## src/rtl/meas_gate_ctrl.sv

```systemverilog
// Measurement gate controller: times a window of whole input periods lasting at least
// GATE_CYCLES clocks and accumulates the edge, cycle and high-level counts over that window.
module meas_gate_ctrl #(
    parameter int CLOCK_FREQ     = 50000000,
    parameter int GATE_CYCLES    = 50000000,
    parameter int TIMEOUT_CYCLES = 100000000,
    parameter int CNT_W          = 32
) (
    input  logic             clk,
    input  logic             rst_n,
    input  logic             signal_in,
    input  logic             start,
    input  logic             auto_mode,
    output logic             busy,
    output logic             result_valid,
    output logic [CNT_W-1:0] edge_cnt,
    output logic [CNT_W-1:0] total_cnt,
    output logic [CNT_W-1:0] high_cnt,
    output logic             timeout,
    output logic             ovf
);

    if (CLOCK_FREQ <= 0 || GATE_CYCLES < 1 || TIMEOUT_CYCLES < 1 || CNT_W < 2) begin : g_param_check
        $error("meas_gate_ctrl: invalid parameter set");
    end

    typedef enum logic [2:0] {IDLE, ARM, GATE, CLOSE, DONE} state_t;

    localparam logic [31:0]      GATE_LAST = 32'(GATE_CYCLES - 1);
    localparam logic [31:0]      TO_LAST   = 32'(TIMEOUT_CYCLES - 1);
    localparam logic [CNT_W-1:0] ONE       = CNT_W'(1);

    state_t           state_q, state_d;
    logic             s1_q, s2_q, s3_q;
    logic             rise;
    logic [CNT_W-1:0] edge_acc_q, edge_acc_d;
    logic [CNT_W-1:0] total_acc_q, total_acc_d;
    logic [CNT_W-1:0] high_acc_q, high_acc_d;
    logic [31:0]      gate_tmr_q, gate_tmr_d;
    logic [31:0]      to_tmr_q, to_tmr_d;
    logic             ovf_acc_q, ovf_acc_d;
    logic             to_flag_q, to_flag_d;
    logic             clear;

    logic [CNT_W-1:0] edge_cnt_q, total_cnt_q, high_cnt_q;
    logic             timeout_q, ovf_q, result_valid_q;

    assign rise = s2_q & ~s3_q;

    always_comb begin
        state_d     = state_q;
        edge_acc_d  = edge_acc_q;
        total_acc_d = total_acc_q;
        high_acc_d  = high_acc_q;
        gate_tmr_d  = gate_tmr_q;
        to_tmr_d    = to_tmr_q;
        ovf_acc_d   = ovf_acc_q;
        to_flag_d   = to_flag_q;
        clear       = 1'b0;

        // Window accumulation; each accumulator sticks at all-ones and flags overflow.
        if (state_q == GATE || state_q == CLOSE) begin
            if (&total_acc_q) ovf_acc_d = 1'b1;
            else              total_acc_d = total_acc_q + ONE;
            if (s2_q) begin
                if (&high_acc_q) ovf_acc_d = 1'b1;
                else             high_acc_d = high_acc_q + ONE;
            end
            if (rise) begin
                if (&edge_acc_q) ovf_acc_d = 1'b1;
                else             edge_acc_d = edge_acc_q + ONE;
            end
        end

        case (state_q)
            IDLE: begin
                if (start) begin
                    clear   = 1'b1;
                    state_d = ARM;
                end
            end
            ARM: begin
                if (rise) begin
                    state_d = GATE;
                end else if (to_tmr_q == TO_LAST) begin
                    to_flag_d = 1'b1;
                    state_d   = DONE;
                end else begin
                    to_tmr_d = to_tmr_q + 32'd1;
                end
            end
            GATE: begin
                if (gate_tmr_q == GATE_LAST) begin
                    state_d  = rise ? DONE : CLOSE;
                    to_tmr_d = '0;
                end else begin
                    gate_tmr_d = gate_tmr_q + 32'd1;
                end
            end
            CLOSE: begin
                if (rise) begin
                    state_d = DONE;
                end else if (to_tmr_q == TO_LAST) begin
                    to_flag_d = 1'b1;
                    state_d   = DONE;
                end else begin
                    to_tmr_d = to_tmr_q + 32'd1;
                end
            end
            DONE: begin
                if (auto_mode) begin
                    clear   = 1'b1;
                    state_d = ARM;
                end else begin
                    state_d = IDLE;
                end
            end
            default: state_d = IDLE;
        endcase

        if (clear) begin
            edge_acc_d  = '0;
            total_acc_d = '0;
            high_acc_d  = '0;
            gate_tmr_d  = '0;
            to_tmr_d    = '0;
            ovf_acc_d   = 1'b0;
            to_flag_d   = 1'b0;
        end
    end

    always_ff @(posedge clk or negedge rst_n) begin
        if (!rst_n) begin
            state_q     <= IDLE;
            s1_q        <= 1'b0;
            s2_q        <= 1'b0;
            s3_q        <= 1'b0;
            edge_acc_q  <= '0;
            total_acc_q <= '0;
            high_acc_q  <= '0;
            gate_tmr_q  <= '0;
            to_tmr_q    <= '0;
            ovf_acc_q   <= 1'b0;
            to_flag_q   <= 1'b0;
        end else begin
            state_q     <= state_d;
            s1_q        <= signal_in;
            s2_q        <= s1_q;
            s3_q        <= s2_q;
            edge_acc_q  <= edge_acc_d;
            total_acc_q <= total_acc_d;
            high_acc_q  <= high_acc_d;
            gate_tmr_q  <= gate_tmr_d;
            to_tmr_q    <= to_tmr_d;
            ovf_acc_q   <= ovf_acc_d;
            to_flag_q   <= to_flag_d;
        end
    end

    // Results change only when leaving DONE, so they stay stable between measurements.
    always_ff @(posedge clk or negedge rst_n) begin
        if (!rst_n) begin
            edge_cnt_q     <= '0;
            total_cnt_q    <= '0;
            high_cnt_q     <= '0;
            timeout_q      <= 1'b0;
            ovf_q          <= 1'b0;
            result_valid_q <= 1'b0;
        end else begin
            result_valid_q <= (state_q == DONE);
            if (state_q == DONE) begin
                edge_cnt_q  <= to_flag_q ? '0 : edge_acc_q;
                total_cnt_q <= to_flag_q ? '0 : total_acc_q;
                high_cnt_q  <= to_flag_q ? '0 : high_acc_q;
                timeout_q   <= to_flag_q;
                ovf_q       <= ovf_acc_q;
            end
        end
    end

    assign busy         = (state_q != IDLE);
    assign result_valid = result_valid_q;
    assign edge_cnt     = edge_cnt_q;
    assign total_cnt    = total_cnt_q;
    assign high_cnt     = high_cnt_q;
    assign timeout      = timeout_q;
    assign ovf          = ovf_q;

endmodule

```

## config.mk

```make
export PLATFORM = sky130hd
export DESIGN_NAME = meas_gate_ctrl
export DESIGN_NICKNAME = d
export VERILOG_FILES = /design/src/rtl/meas_gate_ctrl.sv
export SDC_FILE = /design/constraint.sdc
export NUM_CORES = 1
export LEC_CHECK = 0
export CAP_MARGIN = 20
export CORE_ASPECT_RATIO = 1.75
export CORE_MARGIN = 4
export CORE_UTILIZATION = 25
export CTS_CLUSTER_DIAMETER = 80
export CTS_CLUSTER_SIZE = 10
export DETAILED_ROUTE_END_ITERATION = 8
export GPL_ROUTABILITY_DRIVEN = 0
export MAX_ROUTING_LAYER = met4
export PLACE_DENSITY = 0.5
export SKIP_LAST_GASP = 1
export SLEW_MARGIN = 30
export SYNTH_ARGS = -nofsm -noshare
export SYNTH_HDL_FRONTEND = slang
export SYNTH_SLANG_ARGS = --single-unit
```

## constraint.sdc

```tcl
create_clock -name clk -period 3.4 [get_ports clk]
set_clock_uncertainty 0.05 [all_clocks]
set_input_delay 0.85 -clock clk [delete_from_list [all_inputs] [get_ports clk]]
set_output_delay 0.85 -clock clk [all_outputs]
set_load 0.005 [all_outputs]
```

# Word-level counts from Yosys, hierarchy flattened
# Index checks and enable logic that the tools add are counted.
[op_classes]
mux = 44
addsub = 5
n_reduce_logical = 21
bitwise_logic = 2
n_eq_ne = 16
[ops]
columns = ["operator", "count"]
rows = [
  ["2-to-1 mux 32 bit", 21],
  ["adder 32 x 1 -> 32 bit (second input constant)", 5],
  ["AND reduction 32 bit", 3],
  ["one-hot mux 32 bit (2 select lines)", 1],
  ["== test 32 x 26 -> 1 bit (second input constant)", 1],
  ["== test 32 x 27 -> 1 bit (second input constant)", 1],
  ["2-to-1 mux 3 bit", 6],
  ["one-hot mux 3 bit (5 select lines)", 1],
  ["2-to-1 mux 1 bit", 14],
  ["nonzero test 2 bit", 6],
  ["!= test 2 bit (second input constant)", 5],
  ["AND reduction 3 bit", 3],
  ["== test 3 x 2 -> 1 bit (second input constant)", 2],
  ["!= test 3 x 2 -> 1 bit (second input constant)", 2],
  ["AND reduction 2 bit", 3],
  ["nonzero test 3 bit", 2],
  ["!= test 2 x 1 -> 1 bit (second input constant)", 2],
  ["AND reduction 4 bit", 1],
  ["== test 3 x 1 -> 1 bit (second input constant)", 1],
  ["== test 3 bit (second input constant)", 1],
  ["logical NOT 3 bit", 1],
  ["!= test 3 bit (second input constant)", 1],
  ["one-hot mux 1 bit (2 select lines)", 1],
  ["OR reduction 2 bit", 1],
  ["3 further kinds", 3],
]
[word_totals]
regBits = 267
inputBits = 5
word_cells = 105
output_inout_bits = 100

# Logic depth before layout (Yosys ltp)
# Gate-level depths: netlist of the first run.
[depth]
depth_word = 8
ltp_mapped = 9

# Worst setup path after synthesis of the first run
# Ideal clock, no wire load.
[synth_timing]
path_type = "input port to flip-flop"
from = "input start"
to = "register to_tmr_q[24]"
required_time_ns = 3.246
setup_ns = 0.104
t_arrival_ns = 2.237
stages = 8
path_slack_ns = 1.010
path_buffers = 2
cell_sequence = "nand2b_4 -> a211o_1 -> o21ai_0 -> o21ai_2 -> or2_1 -> buf_6 -> buf_12 -> o41ai_2"
[synth_between]
elab_chain_len = 4
word_cells_on_any_way = 8
[synth_lines]
columns = ["item", "line_no", "text"]
rows = [
  ["start, declared", "12", "input logic start,"],
  ["2-to-1 mux 1 bit *", "77", "if (start) begin"],
  ["one-hot mux 1 bit (2 select lines) *", "75", "case (state_q)"],
  ["!= test 3 x 2 -> 1 bit (no source line) (tied with other cells)", "n/a", ""],
  ["AND reduction 4 bit (no source line)", "n/a", ""],
  ["end signal, assigned", "154", "to_tmr_q <= to_tmr_d;"],
  ["end, declared", "40", "logic [31:0] to_tmr_q, to_tmr_d;"],
]
# Every way passes the cells marked *; elsewhere a longest branch is shown, timed or not.
# A chain may end at the register's enable or synchronous reset.

# Worst setup path in the final report of the first run
[layout_timing]
from = "register state_q[2]"
to = "output busy"
[layout_between]
elab_chain_len = 1
[layout_lines]
columns = ["item", "line_no", "text"]
rows = [
  ["start, declared", "33", "state_t state_q, state_d;"],
  ["start signal, assigned", "146", "state_q <= state_d;"],
  ["nonzero test 3 bit", "181", "assign busy = (state_q != IDLE);"],
  ["end, declared", "14", "output logic busy,"],
]
# Every way passes these cells.

==> impl_table.tex, run 1 <==
\begin{tabular}{lr}
\hline
Metric & Value \\
\hline
\multicolumn{2}{l}{\textbf{Drt}} \\
\quad Violation count after the first detailed-route iteration & 583 \\
\quad Remaining antenna violation count & 0 \\
\quad Routed len/inst & 16.3 um \\
\quad Total wire length after detailed routing & 34.8 mm \\
\quad DRC viols & 0 \\
\quad Vias per cell & around 4.7 \\
\quad Number of detailed-routing iterations run before antenna repair & 5 \\
\quad Vias after detailed routing & 10,100 \\
\multicolumn{2}{l}{\textbf{Global routing}} \\
\quad Overall routing resource usage & 12.5\% \\
\quad First-pass GRT wire length & between 50 and 60 mm \\
\quad Antenna violations before repair & 0 \\
\quad Pin count of the biggest net entering global routing & 81 \\
\quad Vias in the first global route & 10,400 \\
\quad Final global-route overflow total & 0 \\
\multicolumn{2}{l}{\textbf{Layout}} \\
\quad Final antenna diode count & 0 \\
\quad Relative area change from synthesis to final layout & 20.2\% \\
\quad Count of nets after finishing & $\sim$1,500 \\
\quad Number of standard cells in the layout, taps in and fillers out & 2,140 \\
\quad Proportion of layout cells with a drive suffix above 1 & around 7.2\% \\
\quad Post-route cell area & approximately 16,000 um2 \\
\multicolumn{2}{l}{\textbf{Outcome}} \\
\quad Status & completed \\
\multicolumn{2}{l}{\textbf{Power and ir drop}} \\
\quad Peak supply drop & 347 uV \\
\quad Leakage power summed over all cells & roughly 6.3 nW \\
\quad Power density of the placed cells & 424 nW/um2 \\
\multicolumn{2}{l}{\textbf{Timing}} \\
\quad Part of the cycle the worst path needs & 90.5\% \\
\quad Transition time at the pin with the least slew margin & 759 ps \\
\quad Hold Fails Final Rpt & 0 \\
\quad Max-slew headroom at the worst pin & 49.3\% \\
\quad Max Clk Rate & 325 MHz \\
\quad Time the final worst path needs with I/O delays and setup & 3080 ps \\
\quad Slew Viols, Final & 0 \\
\quad Worst Setup Slack, final & between 300 and 400 ps \\
\quad Setup repair after global routing missed its margin & no \\
\quad Total setup violations reported at the end of the flow & 0 \\
\quad Setup TNS Final & 0 ps \\
\multicolumn{2}{l}{\textbf{Clock tree}} \\
\quad \# hold bufs at CTS & 0 \\
\quad \# Post-CTS Setup Buffers & 0 \\
\quad TritonCTS clock tree & yes \\
\quad Number of buffers created by CTS & 30 \\
\quad Clk slew on worst S/H paths & 60 ps \\
\quad Deepest level of the CTS H-tree & 1 \\
\quad TritonCTS sink count & 267 \\
\quad Post-cts repair resize count & 0 \\
\quad Clock tree root driver cell & clkbuf\_16 \\
\quad Clock latency on the worst-skew pair & between 500 and 600 ps \\
\quad Deepest clock path buffer count & 3 \\
\multicolumn{2}{l}{\textbf{Placed design}} \\
\quad Worst-case setup slack after placement & 360 ps \\
\quad Cell Count Post-Placement & approximately 2,100 \\
\quad Number of buffers inserted by port buffering & about 100 \\
\quad HPWL after DPL & 24.0 mm \\
\quad Post-placement cell area & 14,900 um2 \\
\multicolumn{2}{l}{\textbf{Logic synthesis}} \\
\quad Number of synthesized flops with an enable pin & 0 \\
\quad Area of the mapped netlist & $\sim$13,000 um2 \\
\quad Cell taking the most area after synthesis & dfrtp\_1 \\
\quad Instance count of the mapped netlist & 1,379 \\
\quad YS warnings & 0 \\
\quad Net count after synthesis & 1,389 \\
\quad Cells taking the most area after synthesis & dfrtp\_1 (51\%), o21ai\_0 (5.7\%), nand2\_1 (5.2\%) \\
\quad Synthesized flop and latch total & 267 \\
\quad Seq/Total Area, Yosys & 51.0\% \\
\quad Area share of the largest cell type after synthesis & 51.0\% \\
\quad Most common library cells after synthesis & dfrtp\_1 (267), nand2\_1 (180), o21ai\_0 (150), nor2\_1 (130), nand2b\_1 (96) \\
\quad Most common cell in the netlist & dfrtp\_1 \\
\quad Post-synthesis async set-or-reset flop share & 100\% \\
\quad Most used flip-flop cell after synthesis & dfrtp\_1 \\
\quad Synthesized area per cell & around 9.5 um2 \\
\quad Number of unique standard cell types used by synthesis & 67 \\
\multicolumn{2}{l}{\textbf{Worst setup path}} \\
\quad Startpoint class of the critical path & register \\
\quad Critical Path Sink Type & primary output \\
\quad Startpoint-to-endpoint class of the critical path & register to primary output \\
\quad Data arrival time of the critical path & 2180 ps \\
\quad Required time worst endpoint & approximately 2500 ps \\
\quad Worst-path maximum fanout & 18 \\
\quad R2R cell count & 7 \\
\multicolumn{2}{l}{\textbf{Floorplan}} \\
\quad Top-level port count & 105 \\
\quad Chip Width & 181 um \\
\quad Total Die Area & around 56,000 um2 \\
\quad Area of the core & 51,600 um2 \\
\quad Starting density of the core & roughly 25\% \\
\quad Die boundary height & between 300 and 400 um \\
\quad Total number of placement rows & 110 \\
\multicolumn{2}{l}{\textbf{Worst hold path}} \\
\quad Hold Crit Class & primary input to asynchronous set/reset pin \\
\multicolumn{2}{l}{\textbf{Job}} \\
\quad Max Cap Viol & 0 \\
\hline
\end{tabular}
[worst max-delay path, stage by stage (launching register included)]
cell,delay [ps]
dfrtp_1,620
or3_1,510
clkdlybuf4s50_1,480
[power by group]
group	internal, W	switching (W)
combinational	0.000159	0.000259
sequential	0.00327	0.000130
clock	0.00158	0.00128
total	0.00501	0.00167
[registers in the layout (all words and copies together) (netlist names), 3 cells and up]
name / count
edge_acc_q: 32
edge_cnt: 32
gate_tmr_q: 32
high_acc_q: 32
high_cnt: 32
state_q: 3
to_tmr_q: 32
total_acc_q: 32
total_cnt: 32
[layout make-up]
class,instances,area [um2]
Clock buffer,33,772
Clock inverter,1,30.0
Fill cell,5374,35900
Inverter,10,37.5
Multi-Input combinational cell,1029,6070
Sequential cell,267,6680
Tap cell,672,841
Timing Repair Buffer,128,1330
[cells in the final DEF, fill, tap and decap left out, drive strengths merged, types with 14 or more instances in the layout]
cell and instances:
a31oi 14, a21oi 25, o31ai 30, dfrtp 267, nand2 180, nand4 53
xnor2 47, nand2b 97, clkdlybuf4s50 103, xor2 45, nand3 59, o21ai 155
nor4 14, nor2 130, and3 28, or3 18, buf 25, clkbuf 33
and4 20, nor3 32
[per-layer routing]
metal | global-route usage (%) | wire (um)
met4 | 3.43 | 711
met1 | 14.8 | 14700
met3 | 1.26 | 1080
met5 | - | 0
met2 | 22.7 | 18300
[worst paths after layout]
check / start / endpoint / slack (ps)
max in group asynchronous: rst_n / high_cnt[3]$_DFFE_PN0N_ / 2310
worst min-delay path: rst_n / to_tmr_q[28]$_DFFE_PN0P_ / 150
worst max-delay path: state_q[2]$_DFFE_PN0P_ / busy / 320
worst min register to register: s1_q$_DFF_PN0_ / s2_q$_DFF_PN0_ / 320
worst max register to register: high_acc_q[0]$_DFFE_PN0P_ / high_acc_q[6]$_DFFE_PN0P_ / 750
min in group clk: s1_q$_DFF_PN0_ / s2_q$_DFF_PN0_ / 320
[logic make-up after synthesis]
logic type | Yosys count | synth area share, %
compound gates | 245 | 11.6
xor+xnor | 92 | 6.15
fa+ha+maj | 5 | 0.477
buf+inv | 83 | 2.92
flops | 267 | 51.0
mux | 12 | 0.936
simple gates | 675 | 27.0
[metrics by stage]
stage | hold slack, ps | total power [W] | util (%)
floorplan | 281 | 0.00369 | -
global placement | 293 | 0.00387 | 29.0
detailed placement | 302 | 0.00388 | 29.0
CTS | 150 | 0.00682 | 30.5
global route | 174 | 0.00700 | 30.5
finish | 147 | 0.00668 | 30.5
Power figures use the tool's default switching activity.
==> inputs of run 2 (changes only) <==
--- a/config.mk
+++ b/config.mk
@@ -15,6 +15,7 @@
 export GPL_ROUTABILITY_DRIVEN = 0
 export MAX_ROUTING_LAYER = met4
 export PLACE_DENSITY = 0.5
+export REMOVE_ABC_BUFFERS = 1
 export SKIP_LAST_GASP = 1
 export SLEW_MARGIN = 30
 export SYNTH_ARGS = -nofsm -noshare
==> run 2 against run 1 <==
Routed wire length fell by 1.9%. Largest cell class unchanged. Worst hold slack better by 58 ps. Setup slack improved by 68 ps. Via count up 1.0%. Critical endpoint unchanged. Clock power decreased by 1%. Clock-buffer cell count down 1. Critical path depth is the same.
==> impl_table.tex, run 2 (synthesized netlist as in run 1, its figures left out) <==
\begin{tabular}{lr}
\hline
Metric & Value \\
\hline
\multicolumn{2}{l}{\textbf{Timing}} \\
\quad Part of the cycle the worst path needs & 88.5\% (was 90.5\%) \\
\quad Setup TNS Final & 0 ps (unchanged) \\
\quad Max-slew headroom at the worst pin & 50.9\% (was 49.3\%) \\
\quad Hold\_ws & 206 ps (was 147 ps) \\
\quad Time the final worst path needs with I/O delays and setup & 3010 ps (was 3080 ps) \\
\quad Max Clk Rate & 332 MHz (was 325 MHz) \\
\quad Total setup violations reported at the end of the flow & 0 (unchanged) \\
\quad Hold Fails Final Rpt & 0 (unchanged) \\
\quad Slew Viols, Final & 0 (unchanged) \\
\quad Transition time at the pin with the least slew margin & 735 ps (was 759 ps) \\
\quad Setup repair after global routing missed its margin & no (unchanged) \\
\multicolumn{2}{l}{\textbf{Clock tree}} \\
\quad TritonCTS clock tree & yes (unchanged) \\
\quad Number of buffers created by CTS & 30 (unchanged) \\
\quad TritonCTS sink count & 267 (unchanged) \\
\quad \# hold bufs at CTS & 0 (unchanged) \\
\quad Deepest level of the CTS H-tree & 1 (unchanged) \\
\quad Post-cts repair resize count & 0 (unchanged) \\
\quad Deepest clock path buffer count & 3 (unchanged) \\
\quad Clk slew on worst S/H paths & 60 ps (about the same) \\
\quad Clock latency on the worst-skew pair & 570 ps (was 580 ps) \\
\quad Clock tree root driver cell & clkbuf\_16 (unchanged) \\
\quad \# Post-CTS Setup Buffers & 0 (unchanged) \\
\multicolumn{2}{l}{\textbf{Global routing}} \\
\quad First-pass GRT wire length & 57.1 mm (was 57.6 mm) \\
\quad Antenna violations before repair & 0 (unchanged) \\
\quad Vias in the first global route & 10,600 (was 10,400) \\
\quad Final global-route overflow total & 0 (unchanged) \\
\quad Overall routing resource usage & 12.3\% (was 12.5\%) \\
\quad Pin count of the biggest net entering global routing & 80 (was 81) \\
\multicolumn{2}{l}{\textbf{Worst setup path}} \\
\quad Worst-path maximum fanout & 13 (was 18) \\
\quad Startpoint-to-endpoint class of the critical path & register to primary output (unchanged) \\
\quad First element of the critical path & state\_q[1]\$\_DFFE\_PN0P\_ (was state\_q[2]\$\_DFFE\_PN0P\_) \\
\quad Data arrival time of the critical path & 2110 ps (was 2180 ps) \\
\quad Required time worst endpoint & 2500 ps (about the same) \\
\quad Start of the worst register-to-register path & state\_q[1]\$\_DFFE\_PN0P\_ (was high\_acc\_q[0]\$\_DFFE\_PN0P\_) \\
\quad Critical Path Sink Type & primary output (unchanged) \\
\quad Startpoint class of the critical path & register (unchanged) \\
\multicolumn{2}{l}{\textbf{Floorplan}} \\
\quad Total Die Area & 56,300 um2 (unchanged) \\
\quad Chip Width & 181 um (unchanged) \\
\quad Area of the core & 51,600 um2 (unchanged) \\
\quad Die boundary height & 311 um (unchanged) \\
\quad Total number of placement rows & 110 (unchanged) \\
\quad Starting density of the core & 25.4\% (unchanged) \\
\quad Top-level port count & 105 (unchanged) \\
\multicolumn{2}{l}{\textbf{Power and ir drop}} \\
\quad Part of the power in registers & 51.3\% (was 50.9\%) \\
\quad Switching component of the power & 0.00164 W (was 0.00167 W) \\
\quad Leakage power summed over all cells & 6.30 nW (was 6.31 nW) \\
\quad Comb power frac & 6.2\% (was 6.3\%) \\
\quad Internal power & 0.00501 W (about the same) \\
\quad Clock Power Share & 42.5\% (was 42.8\%) \\
\quad Peak supply drop & 347 uV (about the same) \\
\quad Power density of the placed cells & 423 nW/um2 (was 424 nW/um2) \\
\quad Net Sw Frac & 24.6\% (was 25.0\%) \\
\multicolumn{2}{l}{\textbf{Drt}} \\
\quad Number of detailed-routing iterations run before antenna repair & 5 (unchanged) \\
\quad Vias per cell & 4.78 (was 4.73) \\
\quad Remaining antenna violation count & 0 (unchanged) \\
\quad Total wire length after detailed routing & 34.1 mm (was 34.8 mm) \\
\quad Routed len/inst & 15.9 um (was 16.3 um) \\
\quad DRC viols & 0 (unchanged) \\
\quad Vias after detailed routing & 10,200 (was 10,100) \\
\quad Violation count after the first detailed-route iteration & 631 (was 583) \\
\multicolumn{2}{l}{\textbf{Outcome}} \\
\quad Status & completed (unchanged) \\
\multicolumn{2}{l}{\textbf{Layout}} \\
\quad Final standard cell utilization of the core & 30.5\% (about the same) \\
\quad Count of nets after finishing & 1,479 (was 1,476) \\
\quad Number of standard cells in the layout, taps in and fillers out & 2,142 (was 2,140) \\
\quad Proportion of layout cells with a drive suffix above 1 & 7.28\% (was 7.15\%) \\
\quad Post-route cell area & 15,700 um2 (was 15,800 um2) \\
\quad Count of filler cells inserted in the layout & 5,359 (was 5,374) \\
\quad Relative area change from synthesis to final layout & 19.9\% (was 20.2\%) \\
\quad Most frequent cells in the layout & dfrtp\_1 (266), nand2\_1 (179), o21ai\_0 (150), nor2\_1 (130), clkdlybuf4s50\_1 (103) (unchanged) \\
\quad Final antenna diode count & 0 (unchanged) \\
\quad Leading cell type in the layout, fill and taps excluded & dfrtp\_1 (unchanged) \\
\multicolumn{2}{l}{\textbf{Worst hold path}} \\
\quad Hold Crit Class & primary input to asynchronous set/reset pin (unchanged) \\
\multicolumn{2}{l}{\textbf{Placed design}} \\
\quad HPWL after DPL & 23.6 mm (was 24.0 mm) \\
\quad Post-placement cell area & 14,900 um2 (about the same) \\
\quad Number of buffers inserted by port buffering & 104 (unchanged) \\
\quad Cell Count Post-Placement & 2,109 (was 2,106) \\
\multicolumn{2}{l}{\textbf{Job}} \\
\quad Max Cap Viol & 0 (unchanged) \\
\hline
\end{tabular}
-- run 2: cell count changes in the layout (fill, tap and decap cells not counted), sizes merged --
cell	change
clkbuf	-1
buf	+3
-- run 2: worst max-delay path, stage by stage (launching register included) --
cell             delay (ps)
dfrtp_1                 540
or3_1                   520
clkdlybuf4s50_1         490
-- run 2: per-stage QoR --
| stage | power (W) | setup slack, ps |
|---|---|---|
| 5_1_grt | 0.00696 | 304 |
| 6_report | 0.00665 | 392 |
| 3_3_place_gp | 0.00388 | 368 |
| 2_1_floorplan | 0.00369 | -3880 |
| 4_1_cts | 0.00679 | 354 |
| 3_5_place_dp | 0.00389 | 344 |
-- run 2: path summary, 6_finish.rpt --
path,cells after the start,endpoint,slack [ps]
hold reg to reg,0,s2_q$_DFF_PN0_,350
max in group asynchronous,2,to_tmr_q[16]$_DFFE_PN0P_,2290
min in group clk,0,s2_q$_DFF_PN0_,350
setup / recovery,2,busy,390
setup reg to reg,6,edge_acc_q[23]$_DFFE_PN0P_,760
hold / removal,1,edge_cnt[7]$_DFFE_PN0N_,210
-- run 2: layer usage --
| metal | GRT usage [%] | vias to the layer above | part of all wire, % |
|---|---|---|---|
| li1 | - | 4992 | - |
| met1 | 13.9 | 5040 | 40 |
| met5 | - | - | 0 |
| met3 | 2.16 | 44 | 4.4 |
| met2 | 22.4 | 160 | 53 |
| met4 | 3.58 | 0 | 2.2 |
-- run 2: area by class of cell --
class	count	area [um2]	area share, %
flip-flops and latches	267	6680	42.5
multi-input cells	1029	6060	38.6
repair buffers	131	1310	8.34
well taps	672	841	5.35
clock buffers	32	779	4.96
inverters	10	37.5	0.239
clock inverters	1	5.00	0.0318
-- run 2: power by group through the flow --
stage,Clock (W),Sequential (W),Combinational [W]
after floorplan,0,0.00342,0.000274
after global placement,0,0.00346,0.000419
after detailed placement,0,0.00347,0.000428
after CTS,0.00295,0.00341,0.000431
after global routing,0.00305,0.00343,0.000484
final,0.00282,0.00341,0.000415
